## src/rtl/present_pkg.sv

```systemverilog
// Shared definitions for the PRESENT-80 stream engine: register map,
// CTRL/STATUS bit positions, engine FSM encoding and the PRESENT
// round primitives (S-box, bit permutation, key schedule steps).
package present_pkg;

    localparam logic [3:0] ADDR_CTRL    = 4'd0;
    localparam logic [3:0] ADDR_KEY1    = 4'd1;
    localparam logic [3:0] ADDR_KEY2    = 4'd2;
    localparam logic [3:0] ADDR_KEY3    = 4'd3;
    localparam logic [3:0] ADDR_DIN_HI  = 4'd4;
    localparam logic [3:0] ADDR_DIN_LO  = 4'd5;
    localparam logic [3:0] ADDR_DOUT_HI = 4'd6;
    localparam logic [3:0] ADDR_DOUT_LO = 4'd7;
    localparam logic [3:0] ADDR_STATUS  = 4'd8;
    localparam logic [3:0] ADDR_IV_HI   = 4'd9;
    localparam logic [3:0] ADDR_IV_LO   = 4'd10;

    localparam int CTRL_DIR    = 0;
    localparam int CTRL_CBC    = 1;
    localparam int CTRL_IRQ_EN = 2;
    localparam int CTRL_FLUSH  = 3;

    localparam int ST_ERR_TIMEOUT = 5;
    localparam int ST_ERR_OVF     = 6;
    localparam int ST_ERR_UNF     = 7;
    localparam int ST_ERR_CFG     = 8;

    typedef enum logic [1:0] {S_IDLE, S_LOAD, S_WAIT, S_STORE} eng_state_e;

    // Nibble n of each LUT holds S(n) / S^-1(n).
    localparam logic [63:0] SBOX_LUT     = 64'h21748FE3DA09B65C;
    localparam logic [63:0] SBOX_INV_LUT = 64'hA970364BD21C8FE5;

    function automatic logic [3:0] s4(input logic [3:0] x, input logic inv);
        return inv ? SBOX_INV_LUT[{x, 2'b00} +: 4] : SBOX_LUT[{x, 2'b00} +: 4];
    endfunction

    function automatic logic [63:0] sbox_layer(input logic [63:0] s, input logic inv);
        logic [63:0] r;
        r = '0;
        for (int n = 0; n < 16; n++) r[4*n +: 4] = s4(s[4*n +: 4], inv);
        return r;
    endfunction

    // Bit i moves to 16*i mod 63 (bit 63 stays put).
    function automatic logic [63:0] p_layer(input logic [63:0] s, input logic inv);
        logic [63:0] r;
        int p;
        r = '0;
        for (int i = 0; i < 64; i++) begin
            p = (i == 63) ? 63 : (i * 16) % 63;
            if (inv) r[i] = s[p];
            else     r[p] = s[i];
        end
        return r;
    endfunction

    function automatic logic [79:0] key_next(input logic [79:0] k, input logic [4:0] rc);
        logic [79:0] r;
        r = {k[18:0], k[79:19]};
        r[79:76] = s4(r[79:76], 1'b0);
        r[19:15] = r[19:15] ^ rc;
        return r;
    endfunction

    function automatic logic [79:0] key_prev(input logic [79:0] k, input logic [4:0] rc);
        logic [79:0] r;
        r = k;
        r[19:15] = r[19:15] ^ rc;
        r[79:76] = s4(r[79:76], 1'b1);
        return {r[60:0], r[79:61]};
    endfunction

endpackage

```

## src/rtl/present_block_fifo.sv

```systemverilog
// Block FIFO for 64-bit cipher blocks.
// Ports: push_i/din_i enqueue, pop_i dequeues the head shown on dout_o,
// flush_i empties the queue; full_o/empty_o/count_o report occupancy.
// A push on a full FIFO is accepted only when a pop happens in the same cycle.
module present_block_fifo #(
    parameter int WIDTH = 64,
    parameter int DEPTH = 4
) (
    input  logic                     clk,
    input  logic                     rst,
    input  logic                     push_i,
    input  logic                     pop_i,
    input  logic                     flush_i,
    input  logic [WIDTH-1:0]         din_i,
    output logic [WIDTH-1:0]         dout_o,
    output logic                     full_o,
    output logic                     empty_o,
    output logic [$clog2(DEPTH):0]   count_o
);
    localparam int AW = $clog2(DEPTH);
    localparam logic [AW-1:0] PTR_ONE = 1;
    localparam logic [AW:0]   CNT_ONE = 1;
    localparam logic [AW:0]   CNT_FULL = DEPTH[AW:0];

    logic [WIDTH-1:0] mem_q [DEPTH];
    logic [AW-1:0]    wptr_q, rptr_q;
    logic [AW:0]      cnt_q;
    logic             do_push, do_pop;

    assign empty_o = (cnt_q == '0);
    assign full_o  = (cnt_q == CNT_FULL);
    assign count_o = cnt_q;
    assign dout_o  = mem_q[rptr_q];
    assign do_pop  = pop_i & ~empty_o;
    assign do_push = push_i & (~full_o | do_pop);

    // Pointer and occupancy tracking; flush overrides push/pop.
    always_ff @(posedge clk or posedge rst) begin
        if (rst) begin
            wptr_q <= '0;
            rptr_q <= '0;
            cnt_q  <= '0;
        end else if (flush_i) begin
            wptr_q <= '0;
            rptr_q <= '0;
            cnt_q  <= '0;
        end else begin
            if (do_push) wptr_q <= wptr_q + PTR_ONE;
            if (do_pop)  rptr_q <= rptr_q + PTR_ONE;
            case ({do_push, do_pop})
                2'b10:   cnt_q <= cnt_q + CNT_ONE;
                2'b01:   cnt_q <= cnt_q - CNT_ONE;
                default: cnt_q <= cnt_q;
            endcase
        end
    end

    // Storage array; contents are don't-care while the FIFO is empty.
    always_ff @(posedge clk) begin
        if (do_push && !flush_i) mem_q[wptr_q] <= din_i;
    end

endmodule

```

## src/rtl/present_core.sv

```systemverilog
// Iterative PRESENT-80 block cipher, one round per cycle.
// Ports: iLoad starts a block (idat, ikey, iControl 0=enc/1=dec);
// oDone pulses for one cycle when odat holds the result.
// Decryption first runs the key schedule forward to K32, then walks it back.
module PRESENT_CORE
    import present_pkg::*;
(
    input  logic        clk,
    input  logic        iReset_n,
    input  logic        iLoad,
    input  logic        iControl,
    input  logic [63:0] idat,
    input  logic [79:0] ikey,
    output logic [63:0] odat,
    output logic        oDone
);
    typedef enum logic [1:0] {C_IDLE, C_ENC, C_KEYGEN, C_DEC} core_state_e;

    core_state_e st_q;
    logic [63:0] state_q;
    logic [79:0] key_q;
    logic [5:0]  rnd_q;
    logic        done_q;

    assign odat  = state_q;
    assign oDone = done_q;

    // Round sequencer; a new load always restarts the core.
    always_ff @(posedge clk or negedge iReset_n) begin
        if (!iReset_n) begin
            st_q    <= C_IDLE;
            state_q <= 64'd0;
            key_q   <= 80'd0;
            rnd_q   <= 6'd0;
            done_q  <= 1'b0;
        end else begin
            done_q <= 1'b0;
            if (iLoad) begin
                state_q <= idat;
                key_q   <= ikey;
                rnd_q   <= 6'd1;
                st_q    <= iControl ? C_KEYGEN : C_ENC;
            end else begin
                case (st_q)
                    C_ENC: begin
                        if (rnd_q == 6'd32) begin
                            state_q <= state_q ^ key_q[79:16];
                            done_q  <= 1'b1;
                            st_q    <= C_IDLE;
                        end else begin
                            state_q <= p_layer(sbox_layer(state_q ^ key_q[79:16], 1'b0), 1'b0);
                            key_q   <= key_next(key_q, rnd_q[4:0]);
                            rnd_q   <= rnd_q + 6'd1;
                        end
                    end
                    C_KEYGEN: begin
                        if (rnd_q == 6'd32) begin
                            state_q <= state_q ^ key_q[79:16];
                            key_q   <= key_prev(key_q, 5'd31);
                            rnd_q   <= 6'd31;
                            st_q    <= C_DEC;
                        end else begin
                            key_q <= key_next(key_q, rnd_q[4:0]);
                            rnd_q <= rnd_q + 6'd1;
                        end
                    end
                    C_DEC: begin
                        state_q <= sbox_layer(p_layer(state_q, 1'b1), 1'b1) ^ key_q[79:16];
                        key_q   <= key_prev(key_q, rnd_q[4:0] - 5'd1);
                        rnd_q   <= rnd_q - 6'd1;
                        if (rnd_q == 6'd1) begin
                            done_q <= 1'b1;
                            st_q   <= C_IDLE;
                        end
                    end
                    default: st_q <= C_IDLE;
                endcase
            end
        end
    end

endmodule

```

## src/rtl/present_stream_engine.sv

```systemverilog
// Bus-mapped PRESENT-80 stream engine (ECB/CBC) with input/output block FIFOs.
// Ports: clk, iReset (async, active high), iChipselect_n/iWrite_n/iRead_n
// strobes, iAddress word address, idat write data, odat registered read
// data, oIrq level interrupt.
module present_stream_engine
    import present_pkg::*;
#(
    parameter int IN_DEPTH  = 4,
    parameter int OUT_DEPTH = 4,
    parameter int TIMEOUT   = 255
) (
    input  logic        clk,
    input  logic        iReset,
    input  logic        iChipselect_n,
    input  logic        iWrite_n,
    input  logic        iRead_n,
    input  logic [3:0]  iAddress,
    input  logic [31:0] idat,
    output logic [31:0] odat,
    output logic        oIrq
);
    localparam int ICW = $clog2(IN_DEPTH) + 1;
    localparam int OCW = $clog2(OUT_DEPTH) + 1;
    localparam int WDW = $clog2(TIMEOUT + 1);
    localparam logic [WDW-1:0] WD_LIMIT = TIMEOUT[WDW-1:0];
    localparam logic [WDW-1:0] WD_ONE   = 1;

    eng_state_e     state_q;
    logic           dir_q, cbc_q, irq_en_q;
    logic [79:0]    key_q;
    logic [63:0]    iv_q, iv_d, chain_q, blk_q, core_din_q, res_q;
    logic [31:0]    din_hi_q, rd_data;
    logic           core_load_q, out_push_q;
    logic [WDW-1:0] wdog_q;
    logic           err_timeout_q, err_ovf_q, err_unf_q, err_cfg_q;
    logic [31:0]    odat_q;
    logic           irq_q;

    logic           wr_en, rd_en, busy, flush, ctrl_wr, key_wr, iv_wr, cfg_change;
    logic           in_push, in_pop, out_push, out_pop, timeout_hit;
    logic           in_full, in_empty, out_full, out_empty, core_done;
    logic [63:0]    in_head, out_head, core_out;
    logic [ICW-1:0] in_cnt;
    logic [OCW-1:0] out_cnt;
    logic [3:0]     w1c;

    assign wr_en   = ~iChipselect_n & ~iWrite_n;
    assign rd_en   = ~iChipselect_n & ~iRead_n & iWrite_n;
    assign busy    = (state_q != S_IDLE);
    assign ctrl_wr = wr_en && (iAddress == ADDR_CTRL);
    assign flush   = ctrl_wr & idat[CTRL_FLUSH];
    assign key_wr  = wr_en && (iAddress == ADDR_KEY1 || iAddress == ADDR_KEY2 || iAddress == ADDR_KEY3);
    assign iv_wr   = wr_en && (iAddress == ADDR_IV_HI || iAddress == ADDR_IV_LO);
    // Only a CTRL write that would actually change dir/cbc counts as a config clash.
    assign cfg_change = ctrl_wr && (idat[1:0] != {cbc_q, dir_q});

    assign in_push     = wr_en && (iAddress == ADDR_DIN_LO);
    assign in_pop      = (state_q == S_IDLE) & ~in_empty & ~out_full & ~flush;
    assign out_push    = out_push_q & ~flush;
    assign out_pop     = rd_en && (iAddress == ADDR_DOUT_LO) && !out_empty;
    assign timeout_hit = (state_q == S_WAIT) && !core_done && (wdog_q >= WD_LIMIT) && !flush;
    assign w1c         = (wr_en && iAddress == ADDR_STATUS) ? idat[8:5] : 4'd0;

    present_block_fifo #(.WIDTH(64), .DEPTH(IN_DEPTH)) u_in_fifo (
        .clk(clk), .rst(iReset), .push_i(in_push), .pop_i(in_pop), .flush_i(flush),
        .din_i({din_hi_q, idat}), .dout_o(in_head), .full_o(in_full),
        .empty_o(in_empty), .count_o(in_cnt)
    );

    present_block_fifo #(.WIDTH(64), .DEPTH(OUT_DEPTH)) u_out_fifo (
        .clk(clk), .rst(iReset), .push_i(out_push), .pop_i(out_pop), .flush_i(flush),
        .din_i(res_q), .dout_o(out_head), .full_o(out_full),
        .empty_o(out_empty), .count_o(out_cnt)
    );

    PRESENT_CORE u_core (
        .clk(clk), .iReset_n(~iReset), .iLoad(core_load_q), .iControl(dir_q),
        .idat(core_din_q), .ikey(key_q), .odat(core_out), .oDone(core_done)
    );

    // IV after the current bus write (ignored while busy).
    always_comb begin
        iv_d = iv_q;
        if (iv_wr && !busy) begin
            if (iAddress == ADDR_IV_HI) iv_d[63:32] = idat;
            else                        iv_d[31:0]  = idat;
        end else begin
            iv_d = iv_q;
        end
    end

    // Engine FSM: fetch a block, run the core, push the (chained) result.
    always_ff @(posedge clk or posedge iReset) begin
        if (iReset) begin
            state_q     <= S_IDLE;
            blk_q       <= 64'd0;
            core_din_q  <= 64'd0;
            core_load_q <= 1'b0;
            res_q       <= 64'd0;
            out_push_q  <= 1'b0;
            wdog_q      <= '0;
        end else if (flush) begin
            state_q     <= S_IDLE;
            core_load_q <= 1'b0;
            out_push_q  <= 1'b0;
        end else begin
            case (state_q)
                S_IDLE: if (in_pop) begin
                    blk_q       <= in_head;
                    core_din_q  <= (cbc_q & ~dir_q) ? (in_head ^ chain_q) : in_head;
                    core_load_q <= 1'b1;
                    wdog_q      <= '0;
                    state_q     <= S_LOAD;
                end
                S_LOAD: begin
                    core_load_q <= 1'b0;
                    wdog_q      <= wdog_q + WD_ONE;
                    state_q     <= S_WAIT;
                end
                S_WAIT: begin
                    if (core_done) begin
                        res_q      <= (cbc_q & dir_q) ? (core_out ^ chain_q) : core_out;
                        out_push_q <= 1'b1;
                        state_q    <= S_STORE;
                    end else if (timeout_hit) begin
                        state_q <= S_IDLE;
                    end else begin
                        wdog_q <= wdog_q + WD_ONE;
                    end
                end
                S_STORE: begin
                    out_push_q <= 1'b0;
                    state_q    <= S_IDLE;
                end
                default: state_q <= S_IDLE;
            endcase
        end
    end

    // Configuration registers, DIN staging and the CBC chaining value.
    always_ff @(posedge clk or posedge iReset) begin
        if (iReset) begin
            dir_q    <= 1'b0;
            cbc_q    <= 1'b0;
            irq_en_q <= 1'b0;
            key_q    <= 80'd0;
            iv_q     <= 64'd0;
            chain_q  <= 64'd0;
            din_hi_q <= 32'd0;
        end else begin
            if (ctrl_wr) begin
                irq_en_q <= idat[CTRL_IRQ_EN];
                if (!busy) {cbc_q, dir_q} <= idat[1:0];
            end
            if (key_wr && !busy) begin
                case (iAddress)
                    ADDR_KEY1: key_q[79:48] <= idat;
                    ADDR_KEY2: key_q[47:16] <= idat;
                    default:   key_q[15:0]  <= idat[15:0];
                endcase
            end
            if (wr_en && iAddress == ADDR_DIN_HI) din_hi_q <= idat;
            iv_q <= iv_d;
            // For encryption res_q equals the raw core output, so it doubles as the chain value.
            if (flush)                                chain_q <= iv_q;
            else if (iv_wr && !busy)                  chain_q <= iv_d;
            else if (state_q == S_STORE && cbc_q)     chain_q <= dir_q ? blk_q : res_q;
        end
    end

    // Sticky error flags: set wins over a simultaneous W1C.
    always_ff @(posedge clk or posedge iReset) begin
        if (iReset) begin
            err_timeout_q <= 1'b0;
            err_ovf_q     <= 1'b0;
            err_unf_q     <= 1'b0;
            err_cfg_q     <= 1'b0;
        end else begin
            err_timeout_q <= (err_timeout_q & ~w1c[0]) | timeout_hit;
            err_ovf_q     <= (err_ovf_q & ~w1c[1]) | (in_push & in_full & ~in_pop);
            err_unf_q     <= (err_unf_q & ~w1c[2]) | (rd_en && iAddress == ADDR_DOUT_LO && out_empty);
            err_cfg_q     <= (err_cfg_q & ~w1c[3]) | (busy & (cfg_change | key_wr | iv_wr));
        end
    end

    // Read data mux.
    always_comb begin
        rd_data = 32'd0;
        case (iAddress)
            ADDR_CTRL:    rd_data = {29'd0, irq_en_q, cbc_q, dir_q};
            ADDR_DOUT_HI: rd_data = out_empty ? 32'd0 : out_head[63:32];
            ADDR_DOUT_LO: rd_data = out_empty ? 32'd0 : out_head[31:0];
            ADDR_STATUS:  rd_data = {8'(out_cnt), 8'(in_cnt), 7'd0, err_cfg_q, err_unf_q,
                                     err_ovf_q, err_timeout_q, out_empty, out_full,
                                     in_empty, in_full, busy};
            default:      rd_data = 32'd0;
        endcase
    end

    // Registered bus read data and interrupt.
    always_ff @(posedge clk or posedge iReset) begin
        if (iReset) begin
            odat_q <= 32'd0;
            irq_q  <= 1'b0;
        end else begin
            if (rd_en) odat_q <= rd_data;
            irq_q <= irq_en_q & (~out_empty | err_timeout_q | err_ovf_q | err_unf_q);
        end
    end

    assign odat = odat_q;
    assign oIrq = irq_q;

endmodule

```

## config.mk

```make
export PLATFORM = sky130hd
export DESIGN_NAME = present_stream_engine
export DESIGN_NICKNAME = d
export VERILOG_FILES = /design/src/rtl/present_pkg.sv /design/src/rtl/present_block_fifo.sv /design/src/rtl/present_core.sv /design/src/rtl/present_stream_engine.sv
export SDC_FILE = /design/constraint.sdc
export NUM_CORES = 2
export LEC_CHECK = 0
export CAP_MARGIN = 5
export CORE_ASPECT_RATIO = 1.5
export CORE_MARGIN = 2
export CORE_UTILIZATION = 60
export DETAILED_ROUTE_END_ITERATION = 10
export PLACE_DENSITY = 0.77
export SETUP_SLACK_MARGIN = 0.1
export SLEW_MARGIN = 30
export SYNTH_ARGS = -nofsm -noshare
export SYNTH_HDL_FRONTEND = slang
export SYNTH_SLANG_ARGS = --single-unit
```

## constraint.sdc

```tcl
create_clock -name clk -period 28.5 [get_ports clk]
set_clock_uncertainty 0.05 [all_clocks]
set_input_delay 4.275 -clock clk [delete_from_list [all_inputs] [get_ports clk]]
set_output_delay 4.275 -clock clk [all_outputs]
set_load 0.02 [all_outputs]
```

==> results.md <==
- Setup TNS: 0 ns
- DIE WIDTH: 262 um
- Number of iterations in the first detailed-routing pass: 9
- Nets: 5128
- Data arrival time of the critical path: 8.09 ns
- Type of destination of the critical path: flip-flop
- Worst slew margin: 0.268
- Number of port buffers: 73
- Maximum count of clock buffers along a single path: 3
- I/O pin count: 74
- Dpl hpwl: 120000 um
- Clock tree from TritonCTS: built
- Share of final-layout standard cells stronger than drive strength 1: 0.163
- Syn Nets: 5261
- Worst Setup Slack, final: 20.93 ns
- Total number of yosys warnings: 0
- Final weighted congestion in routability-driven placement: 1.08
- Number of hold violations in the final report: 0
- Leading cell type in the layout, fill and taps excluded: dfrtp_1
- Max-cap viol count: 0
- Number of synthesized flops with an enable pin: 512
- Capturing point of the worst reg2reg path: u_core.key_q[35]
- Fraction of registers with async set/reset: 0.560
- Flop-to-flop setup slack: 24.30 ns
- Worst min path class: reg2reg
- Maximum level of the CTS H-tree: 3
- Buffers inserted during post-CTS setup optimization: 0
- Maximum clock rate: 132 MHz
- Crit Path Class: in2reg
- Final routed DRC violation total: 0
- Static Leakage: 24.6 nW
- Sinks on Clock Net: 1163
- Type of element launching the critical path: primary input
- CTS root buf: clkbuf_16
- Worst R2R Path Depth: 6
- Core region area: 98600 um2
- Routed wire length: 184000 um
- End of the worst hold path: u_in_fifo.mem_q[3][57]
- Worst slew pin tran: 1.09 ns
- Post-CTS clock slew at the launch and capture registers of the worst setup and hold paths: 0.07 ns
- Required time at the endpoint of the critical path: 29.02 ns
- Post-synthesis register bit count: 1163
- Post-synthesis sequential area ratio: 0.530
- Cells after synthesis: 5017
- CTS Hold Bufs: 0
- Status: finished, final reports clean
- Maximum net fanout on the critical path: 84
- Overall die area: 102000 um2
- Power per cell area: 123 nW/um2
- Gr usage total: 0.361
- Sum of overflow across all layers after global routing: 0
- Number of global-route vias before repair: 41700
- Pin count of the biggest net entering global routing: 193
- Via-per-instance ratio: 6.88
- Global-route wire length before repair: 269000 um
- Clock buffers created by TritonCTS: 104
- IR drop worst, VDD: 0.0785 mV
- Dpl ws: 20.03 ns
- Vias after detailed routing: 43100
- Resized cells post-CTS: 0
- Number of violations reported at the end of detailed-routing iteration 0: 5410
- Post-Syn Area: 59800 um2
- Die outline height: 391 um
- Setup violations, final: 0
- Starting Density: 0.606
- DRT antenna net count: 0
- Later-pin clock latency in the skew report: 0.77 ns
- Leading register cell type out of synthesis: dfrtp_1
- Worst R2R Start: u_core.st_q[0]
- Final count of pins violating max slew: 0
- Average wire per standard cell: 29.3 um
- Commonest cells after routing, fill and taps aside: dfrtp_1 (643), edfxtp_1 (512), nand2_1 (437), a21oi_1 (340), nor2_1 (325)
- Number of fillers in the final layout: 7119
- Area growth from synthesis to layout: 8.87%
- Unrepaired setup endpoints after global routing: false
- Antenna violations before repair: 13
- Number of cells on the worst hold path: 0
- Hold_sp: din_hi_q[25]
- Row count: 141
- Final worst-path cycle share: 0.266
- Clock period minus worst slack: 7.57 ns
- Post-synth cell types: 87
- Syn_area_per_cell: 11.9 um2
- Post-layout power: 7.99 mW
cells in the mapped netlist, types with 43 or more instances:
cell	number	area, um2
dfrtp_1	651	16300
edfxtp_1	512	15400
nand2_1	439	1650
a21oi_1	341	1710
nor2_1	331	1240
clkbuf_1	296	1110
mux2_2	283	3190
o22ai_1	236	1480
ha_1	201	2510
mux2i_1	182	1820
mux4_2	162	3650
xnor2_1	154	1350
inv_1	147	552
xor2_1	140	1230
o21ai_0	121	606
o211ai_1	114	856
a31oi_1	101	632
a22o_1	72	631
buf_2	61	305
buf_1	43	161
power by group:
part	switching (mW)	internal (mW)
Combinational	2.12	1.56
Sequential	0.665	2.17
Clock	0.668	0.807
Total	3.45	4.53
cells by family after synthesis:
group           count (synthesis)  share of synthesized area
xor+xnor                      294                     0.0431
fa+ha+maj                     203                     0.0428
simple gates                  953                     0.0674
flops                        1163                      0.530
buf+inv                       564                     0.0379
compound gates               1183                      0.127
mux                           657                      0.152
layer usage:
layer	vias up	GRT usage	wire, um	share of wire
li1	18200	-	-	-
met1	21700	0.450	64600	0.35
met2	2545	0.556	84300	0.46
met3	709	0.0682	18000	0.098
met4	4	0.274	16600	0.091
met5	-	0	70	0.00038
how the worst max path moves through the flow:
| stage | start | end | slack [ns] | depth (start not counted) |
|---|---|---|---|---|
| after floorplan | iReset | blk_q[0] | 5.93 | 1 |
| after detailed placement | iAddress[0] | u_in_fifo.mem_q[0][46] | 20.03 | 9 |
| final | iAddress[3] | chain_q[4] | 20.93 | 7 |
| after global placement | iAddress[0] | u_in_fifo.mem_q[1][44] | 20.18 | 9 |
| after CTS | iAddress[0] | u_in_fifo.mem_q[0][60] | 20.83 | 9 |
| after global routing | iAddress[0] | chain_q[44] | 20.86 | 9 |
cell type report:
class / instances / area (um2) / share of cell area
Antenna cell: 8 / 20.0 / 0.000308
Clock buffer: 140 / 2940 / 0.0452
Clock inverter: 55 / 649 / 0.00998
Inverter: 150 / 576 / 0.00885
Multi-Input combinational cell: 3290 / 26000 / 0.399
Sequential cell: 1163 / 31700 / 0.487
Tap cell: 1287 / 1610 / 0.0247
Timing Repair Buffer: 175 / 1590 / 0.0244
sequential cells by signal, indices dropped and copies added (netlist names), 3 cells and up:
signal              count
blk_q                  64
chain_q                64
core_din_q             64
din_hi_q               32
iv_q                   64
key_q                  80
odat                   32
res_q                  64
u_core.key_q           80
u_core.odat            64
u_core.rnd_q            6
u_in_fifo.count_o       3
u_in_fifo.mem_q       256
u_out_fifo.count_o      3
u_out_fifo.mem_q      256
wdog_q                  8
stage by stage:
stage / utilization / cells / area [um2] / hold WS (ns)
finish: 0.660 / 6268 / 65100 / 0.431
global route: 0.660 / 6263 / 65100 / 0.448
CTS: 0.658 / 6257 / 64900 / 0.426
detailed placement: 0.622 / 6062 / 61300 / 0.424
global placement: 0.622 / 6062 / 61300 / 0.411
floorplan: - / 5017 / 59800 / 0.398
critical path, cell delays in order:
cell and delay, ns:
clkdlybuf4s50_1 0.69, nand2b_1 0.25, a2111oi_4 0.58, nand2_4 0.47, nand3_4 0.63, buf_4 0.79
a31oi_1 0.26
(Power assumes the default switching activity.)
